===== config.mk =====
export PLATFORM = sky130hd
export DESIGN_NAME = fetch_unit
export DESIGN_NICKNAME = d
export VERILOG_FILES = /design/src/rtl/fetch_unit.sv
export SDC_FILE = /design/constraint.sdc
export NUM_CORES = 1
export LEC_CHECK = 0
export CAP_MARGIN = 20
export CORE_MARGIN = 3
export CORE_UTILIZATION = 30
export DETAILED_ROUTE_END_ITERATION = 8
export PLACE_DENSITY = 0.62
export SYNTH_ARGS = -nofsm -noshare
export SYNTH_HDL_FRONTEND = slang
export SYNTH_SLANG_ARGS = --single-unit

===== constraint.sdc =====
create_clock -name clk -period 3.51 [get_ports clk]
set_input_delay 0.702 -clock clk [delete_from_list [all_inputs] [get_ports clk]]
set_output_delay 0.702 -clock clk [all_outputs]
set_load 0.01 [all_outputs]

===== src/rtl/fetch_unit.sv =====
// Instruction fetch stage: owns the PC, captures the memory word into the
// instruction register, and handles stalls, redirects and the halt instruction.
module fetch_unit #(
  parameter logic [7:0] RESET_PC   = 8'd0,
  parameter logic [7:0] HALT_INSTR = 8'b1111_1111
) (
  input  logic        clk,
  input  logic        rst,
  input  logic [7:0]  instruction,
  input  logic        stall,
  input  logic        redirect,
  input  logic [7:0]  redirect_pc,
  output logic [7:0]  address,
  output logic [7:0]  ir,
  output logic [7:0]  ir_pc,
  output logic        valid,
  output logic        halted,
  output logic [15:0] fetch_count
);

  typedef enum logic {FETCH, HALTED} state_t;

  state_t      state, state_nxt;
  logic [7:0]  address_nxt, ir_nxt, ir_pc_nxt;
  logic        valid_nxt;
  logic [15:0] count_nxt;

  always_comb begin
    state_nxt   = state;
    address_nxt = address;
    ir_nxt      = ir;
    ir_pc_nxt   = ir_pc;
    valid_nxt   = valid;
    count_nxt   = fetch_count;
    case (state)
      FETCH: begin
        if (redirect) begin
          address_nxt = redirect_pc;
          valid_nxt   = 1'b0;
        end else if (!stall) begin
          ir_nxt    = instruction;
          ir_pc_nxt = address;
          valid_nxt = 1'b1;
          if (fetch_count != 16'hFFFF)
            count_nxt = fetch_count + 16'd1;
          if (instruction == HALT_INSTR)
            state_nxt = HALTED;
          else
            address_nxt = address + 8'd1;
        end
      end
      HALTED: begin
        // Halt word is presented until decode takes it, then fetch goes quiet.
        if (!stall)
          valid_nxt = 1'b0;
      end
      default: state_nxt = FETCH;
    endcase
  end

  always_ff @(posedge clk) begin
    if (rst) begin
      state       <= FETCH;
      address     <= RESET_PC;
      ir          <= '0;
      ir_pc       <= '0;
      valid       <= 1'b0;
      fetch_count <= '0;
    end else begin
      state       <= state_nxt;
      address     <= address_nxt;
      ir          <= ir_nxt;
      ir_pc       <= ir_pc_nxt;
      valid       <= valid_nxt;
      fetch_count <= count_nxt;
    end
  end

  assign halted = (state == HALTED);

endmodule


==> results of run 1 <==
cell usage after synthesis (4+ instances only):
library cell  instances  share of area, %
a21oi_1              33               8.3
nor2_1                8               1.5
or3_1                 4               1.3
clkbuf_1             11               2.1
o31ai_1               8               3.0
a211oi_1              5               1.9
nand3_1              12               3.0
o21ai_0               5               1.3
nand4_1               6               1.9
dfxtp_1              42                42
or4_1                11               4.2
inv_1                 4              0.76
nand2_1              46               8.7
logic make-up (layout without fill, tap and decap cells):
logic type | after synthesis | count (layout) | synth area share, %
simple gates | 106 | 106 | 27.8
compound gates | 70 | 70 | 22.7
flops | 42 | 42 | 42.4
buf+inv | 18 | 77 | 3.60
mux | 4 | 4 | 2.21
fa+ha+maj | 2 | 2 | 1.26
layer usage:
metal  wire length (microns)  track usage [%]  vias up
met5                       0                0        -
met4                      84             4.74        0
met3                     382             3.78        9
met2                    2450             22.6       66
met1                    2550             20.6      970
li1                        -                -     1016
report_power, final:
group	internal, mW	leakage (nW)	switching [mW]
Combinational	0.0645	0.529	0.0562
Sequential	0.491	0.342	0.0168
Clock	0.137	0.0383	0.156
sequential cells by signal, summed over array words and instances, names as in the netlist:
register	cells
ir_pc	8
fetch_count	16
ir	8
address	8
valid	1
halted	1
cell usage in the layout (no fill, tap or decap), types with 2 or more instances in the layout:
master           count
buf_4                5
nand3_1             12
dfxtp_1             42
o32ai_1              3
nor4b_1              2
clkbuf_1             2
a21oi_1             33
or4_1               11
o31ai_1              8
o21ai_0              5
nand2_1             46
clkbuf_8             5
a211oi_1             5
mux2_2               3
nor2_1               8
nor4_1               2
nor2b_1              3
a32o_1               2
ha_1                 2
or3_1                4
inv_1                4
nand2b_1             3
clkdlybuf4s50_1     61
nor3_1               2
nand4_1              6
and4_1               2
final timing paths:
check               from  slack [ns]               to
setup / recovery   stall        0.88  fetch_count[11]
hold / removal     ir[2]        0.46            ir[2]
hold reg to reg    ir[2]        0.46            ir[2]
setup reg to reg  halted        1.41  fetch_count[11]
stage by stage:
step	hold WS, ns	power, mW	cells
floorplan	0.481	0.571	242
global placement	0.442	0.640	369
global route	0.480	0.972	376
finish	0.457	0.922	376
CTS	0.460	0.936	376
detailed placement	0.449	0.640	369
critical path, stage by stage:
cell and delay [ns]:
clkdlybuf4s50_1 0.54, nor3_2 0.33, nand4_1 0.43, nor4b_1 0.45, mux2_2 0.37
area by class of cell:
cell class                      instances  area [sq um]
Clock buffer                            7          76.3
Sequential cell                        42           841
Inverter                                4          15.0
Tap cell                               75          93.8
Timing Repair Buffer                   66           648
Fill cell                             612          3420
Multi-Input combinational cell        182          1070
==> results.sh, run 1 <==
export IMPL_outcome="finished clean"
export IMPL_yosysSeqAreaShare_pct=42.4
export IMPL_fin_skew_ns=0.00448
export IMPL_grt_pass1_wl_microns=9160
export IMPL_finalHoldViolCount=0
export IMPL_ys_seq_elements=42
export IMPL_cp_end_kind="register"
export IMPL_crit_required_ns=3.70
export IMPL_drt_first_pass_iters=4
export IMPL_coreArea_sq_um=6170
export IMPL_synth_area_sq_um=1980
export IMPL_drive_gt1_share_pct=5.98
export IMPL_drtIter0Drc=117
export IMPL_crit_fanout=12
export IMPL_antenna_found_initial=0
export IMPL_synth_edf_count=0
export IMPL_clk_pin_slew_worst_paths_ns=0.08
export IMPL_synth_cell_types=44
export IMPL_cts_made_buffers=5
export IMPL_synthCells=242
export IMPL_grt_pass1_vias=1834
export IMPL_vias=2061
export IMPL_holdBufCountCts=0
export IMPL_grt_overflow_total=0
export IMPL_die_w_microns=87.3
export IMPL_reg2reg_depth=4
export IMPL_syn_nets=264
export IMPL_clock_sinks=42
export IMPL_viasPerCell=5.48
export IMPL_worstSetupPathType="input port to register"
export IMPL_start_kind="input port"
export IMPL_post_route_period_util_pct=74.8
export IMPL_holdPathStages=2
export IMPL_htree_levels=2
export IMPL_synth_warnings=0
export IMPL_top_level_ports=62
export IMPL_max_freq_ghz=0.381
export IMPL_grt_use_total_pct=14.9
export IMPL_cp_arrival_ns=2.81
export IMPL_finalSetupViolCount=0
export IMPL_clkLatencyLatePin_ns=0.29
export IMPL_rows=28
export IMPL_postCtsResizedCells=0
export IMPL_power_leakage_nw=0.909
export IMPL_wire_per_inst_microns=14.6
export IMPL_final_antenna_net_count=0
export IMPL_final_area_sq_um=2750
export IMPL_nets=323
export IMPL_cts_setup_buffers=0
export IMPL_drc=0
export IMPL_dpl_worst_slack_ns=0.559
export IMPL_num_antenna_cells=0
export IMPL_layout_setup_ws_ns=0.884
export IMPL_cts_tree="yes"
export IMPL_slew_violations=0
export IMPL_relSlewSlack_pct=55.5
export IMPL_gp_congestion=0.783
export IMPL_post_route_util_pct=44.6
export IMPL_cts_root_buf="clkbuf_8"
export IMPL_area_delta_synth_final_pct=38.7
export IMPL_syn_avg_cell_area_sq_um=8.19
export IMPL_die_area_sq_um=7620
export IMPL_ir_worst_vdd_v=0.000144
export IMPL_drv_cap=0
export IMPL_tns_ns=0
export IMPL_place_hpwl_microns=3890
export IMPL_synthFlopType="dfxtp_1"
export IMPL_grt_max_degree=45
export IMPL_routed_wl_microns=5470
export IMPL_rsz0062_at_grt="false"
export IMPL_min_period_ns=2.63
export IMPL_place_area_sq_um=2670
export IMPL_pwr_density_cell_nw_per_um2=335
export IMPL_min_path_type="register to register"
export IMPL_async_reset_ff_share_pct=0
export IMPL_clockBufferDepth=2
export IMPL_initial_core_util_pct=32.1
export IMPL_port_buffers=61
export IMPL_worstMarginPinSlew_ns=0.661
export IMPL_die_h_microns=87.3
(Power assumes the default switching activity.)
==> run 2, diff against run 1 <==
==> constraint.sdc (replaced) <==
create_clock -name clk -period 2.5 [get_ports clk]
set_input_delay 0.5 -clock clk [delete_from_list [all_inputs] [get_ports clk]]
set_output_delay 0.5 -clock clk [all_outputs]
set_load 0.01 [all_outputs]
==> results.sh, run 2 (synthesis gave the netlist of run 1 again) <==
export IMPL_outcome="finished clean"
export IMPL_rr_endpoint="fetch_count[14]"
export IMPL_area_delta_synth_final_pct=43.6
export IMPL_drive_gt1_share_pct=9.00
export IMPL_place_hpwl_microns=4190
export IMPL_cts_made_buffers=5
export IMPL_die_area_sq_um=7620
export IMPL_fillCellCount=628
export IMPL_holdCritStartpoint="ir[3]"
export IMPL_clockBufferDepth=2
export IMPL_coreArea_sq_um=6170
export IMPL_cp_arrival_ns=2.38
export IMPL_largest_register="fetch_count"
export IMPL_grt_pass1_vias=1927
export IMPL_p_sw_uw=328
export IMPL_power_leakage_nw=0.966
export IMPL_finalSetupViolCount=0
export IMPL_worstSetupPathType="input port to register"
export IMPL_viasPerCell=5.33
export IMPL_grt_overflow_total=0
export IMPL_htree_levels=2
export IMPL_worstReg2RegStart="fetch_count[3]"
export IMPL_routed_wl_microns=5740
export IMPL_switching_share_pct=23.2
export IMPL_largest_reg_flops=16
export IMPL_crit_path_end="address[7]"
export IMPL_power_total_mw=1.41
export IMPL_slowest_delay_ns=0.51
export IMPL_p_seq_share_pct=50.5
export IMPL_port_buffers=61
export IMPL_nets=332
export IMPL_final_antenna_net_count=0
export IMPL_grt_pass1_wl_microns=9280
export IMPL_finalHoldViolCount=0
export IMPL_tns_ns=0
export IMPL_cts_setup_buffers=0
export IMPL_holdPathStages=2
export IMPL_max_freq_ghz=0.458
export IMPL_gp_congestion=0.821
export IMPL_die_h_microns=87.3
export IMPL_combPwrFrac_pct=12.7
export IMPL_wire_per_inst_microns=14.9
export IMPL_drtIter0Drc=112
export IMPL_min_period_ns=2.18
export IMPL_final_area_sq_um=2850
export IMPL_start_kind="input port"
export IMPL_initial_core_util_pct=32.1
export IMPL_startpoint="redirect"
export IMPL_grt_use_total_pct=15.3
export IMPL_worstMarginPinSlew_ns=0.616
export IMPL_final_common_cell="clkdlybuf4s50_1"
export IMPL_slew_violations=0
export IMPL_slowest_stage="clkdlybuf4s50_1"
export IMPL_min_path_type="register to register"
export IMPL_antenna_found_initial=0
export IMPL_drc=0
export IMPL_crit_required_ns=2.70
export IMPL_vias=2059
export IMPL_rsz0062_at_grt="false"
export IMPL_post_route_period_util_pct=87.2
export IMPL_rows=28
export IMPL_r2r_slack_ns=0.53
export IMPL_clock_sinks=42
export IMPL_pwr_density_cell_nw_per_um2=497
export IMPL_crit_chain="clkdlybuf4s50_1, buf_4, inv_1, a21oi_1, nand2_1, o32ai_1"
export IMPL_postCtsResizedCells=0
export IMPL_cp_end_kind="register"
export IMPL_die_w_microns=87.3
export IMPL_cts_tree="yes"
export IMPL_clk_pin_slew_worst_paths_ns=0.08
export IMPL_num_antenna_cells=0
export IMPL_seq_area_sq_um=841
export IMPL_top_level_ports=62
export IMPL_cts_root_buf="clkbuf_8"
export IMPL_ir_worst_vdd_v=0.000253
export IMPL_clkPwrFrac_pct=36.8
export IMPL_relSlewSlack_pct=58.6
export IMPL_fin_skew_ns=0.00561
export IMPL_reg2reg_depth=4
export IMPL_hold_worst_slack_ns=0.456
export IMPL_multiInputGateArea_sq_um=1070
export IMPL_holdBufCountCts=0
export IMPL_clkLatencyLatePin_ns=0.29
export IMPL_dpl_worst_slack_ns=0.0269
export IMPL_final_cell_mix="clkdlybuf4s50_1 (61), nand2_1 (46), dfxtp_1 (42)"
export IMPL_grt_max_degree=21
export IMPL_crit_fanout=20
export IMPL_layout_setup_ws_ns=0.319
export IMPL_p_int_mw=1.09
export IMPL_place_area_sq_um=2740
export IMPL_drv_cap=0
export IMPL_drt_first_pass_iters=4
run 2: changes by cell type in the layout (fill, tap and decap cells not counted), sizes merged:
cell	change
buf	+9
bufinv	+1
run 2: worst min path at each step:
stage / slack (ns) / end
after global placement: 0.44 / ir[0]
after floorplan: 0.48 / ir[0]
after global routing: 0.49 / ir[2]
final: 0.46 / ir[3]
after detailed placement: 0.45 / ir[3]
after CTS: 0.46 / ir[3]
run 2: per-layer routing:
| layer | track usage [%] | wire, microns | vias up |
|---|---|---|---|
| li1 | - | - | 1039 |
| met1 | 21.2 | 2840 | 960 |
| met2 | 23.0 | 2560 | 56 |
| met3 | 3.22 | 280 | 4 |
| met4 | 5.72 | 51 | 0 |
| met5 | 0 | 0 | - |
run 2: critical path: cells and delay by family:
family          cells  cell delay [ns]
buf+inv             3             0.94
compound gates      2             0.75
simple gates        1             0.19
run 2: area by class of cell:
cell class,count,share of cell area (%)
Clock inverter,1,1.05
Timing Repair Buffer,75,25.1
Clock buffer,7,2.68
Sequential cell,42,29.5
Inverter,4,0.527
Tap cell,75,3.30
Multi-Input combinational cell,182,37.8
run 2: power groups by stage:
| stage | clock [mW] | sequential [mW] | combinational, mW |
|---|---|---|---|
| after floorplan | 0 | 0.733 | 0.0691 |
| after global placement | 0 | 0.729 | 0.178 |
| after detailed placement | 0 | 0.730 | 0.179 |
| after CTS | 0.543 | 0.714 | 0.180 |
| after global routing | 0.566 | 0.719 | 0.197 |
| final | 0.520 | 0.714 | 0.179 |
run 2: stage by stage:
step	util [%]	cells
3_3_place_gp	44.4	378
3_5_place_dp	44.4	378
6_report	46.2	386
2_1_floorplan	-	242
5_1_grt	46.2	386
4_1_cts	46.2	386
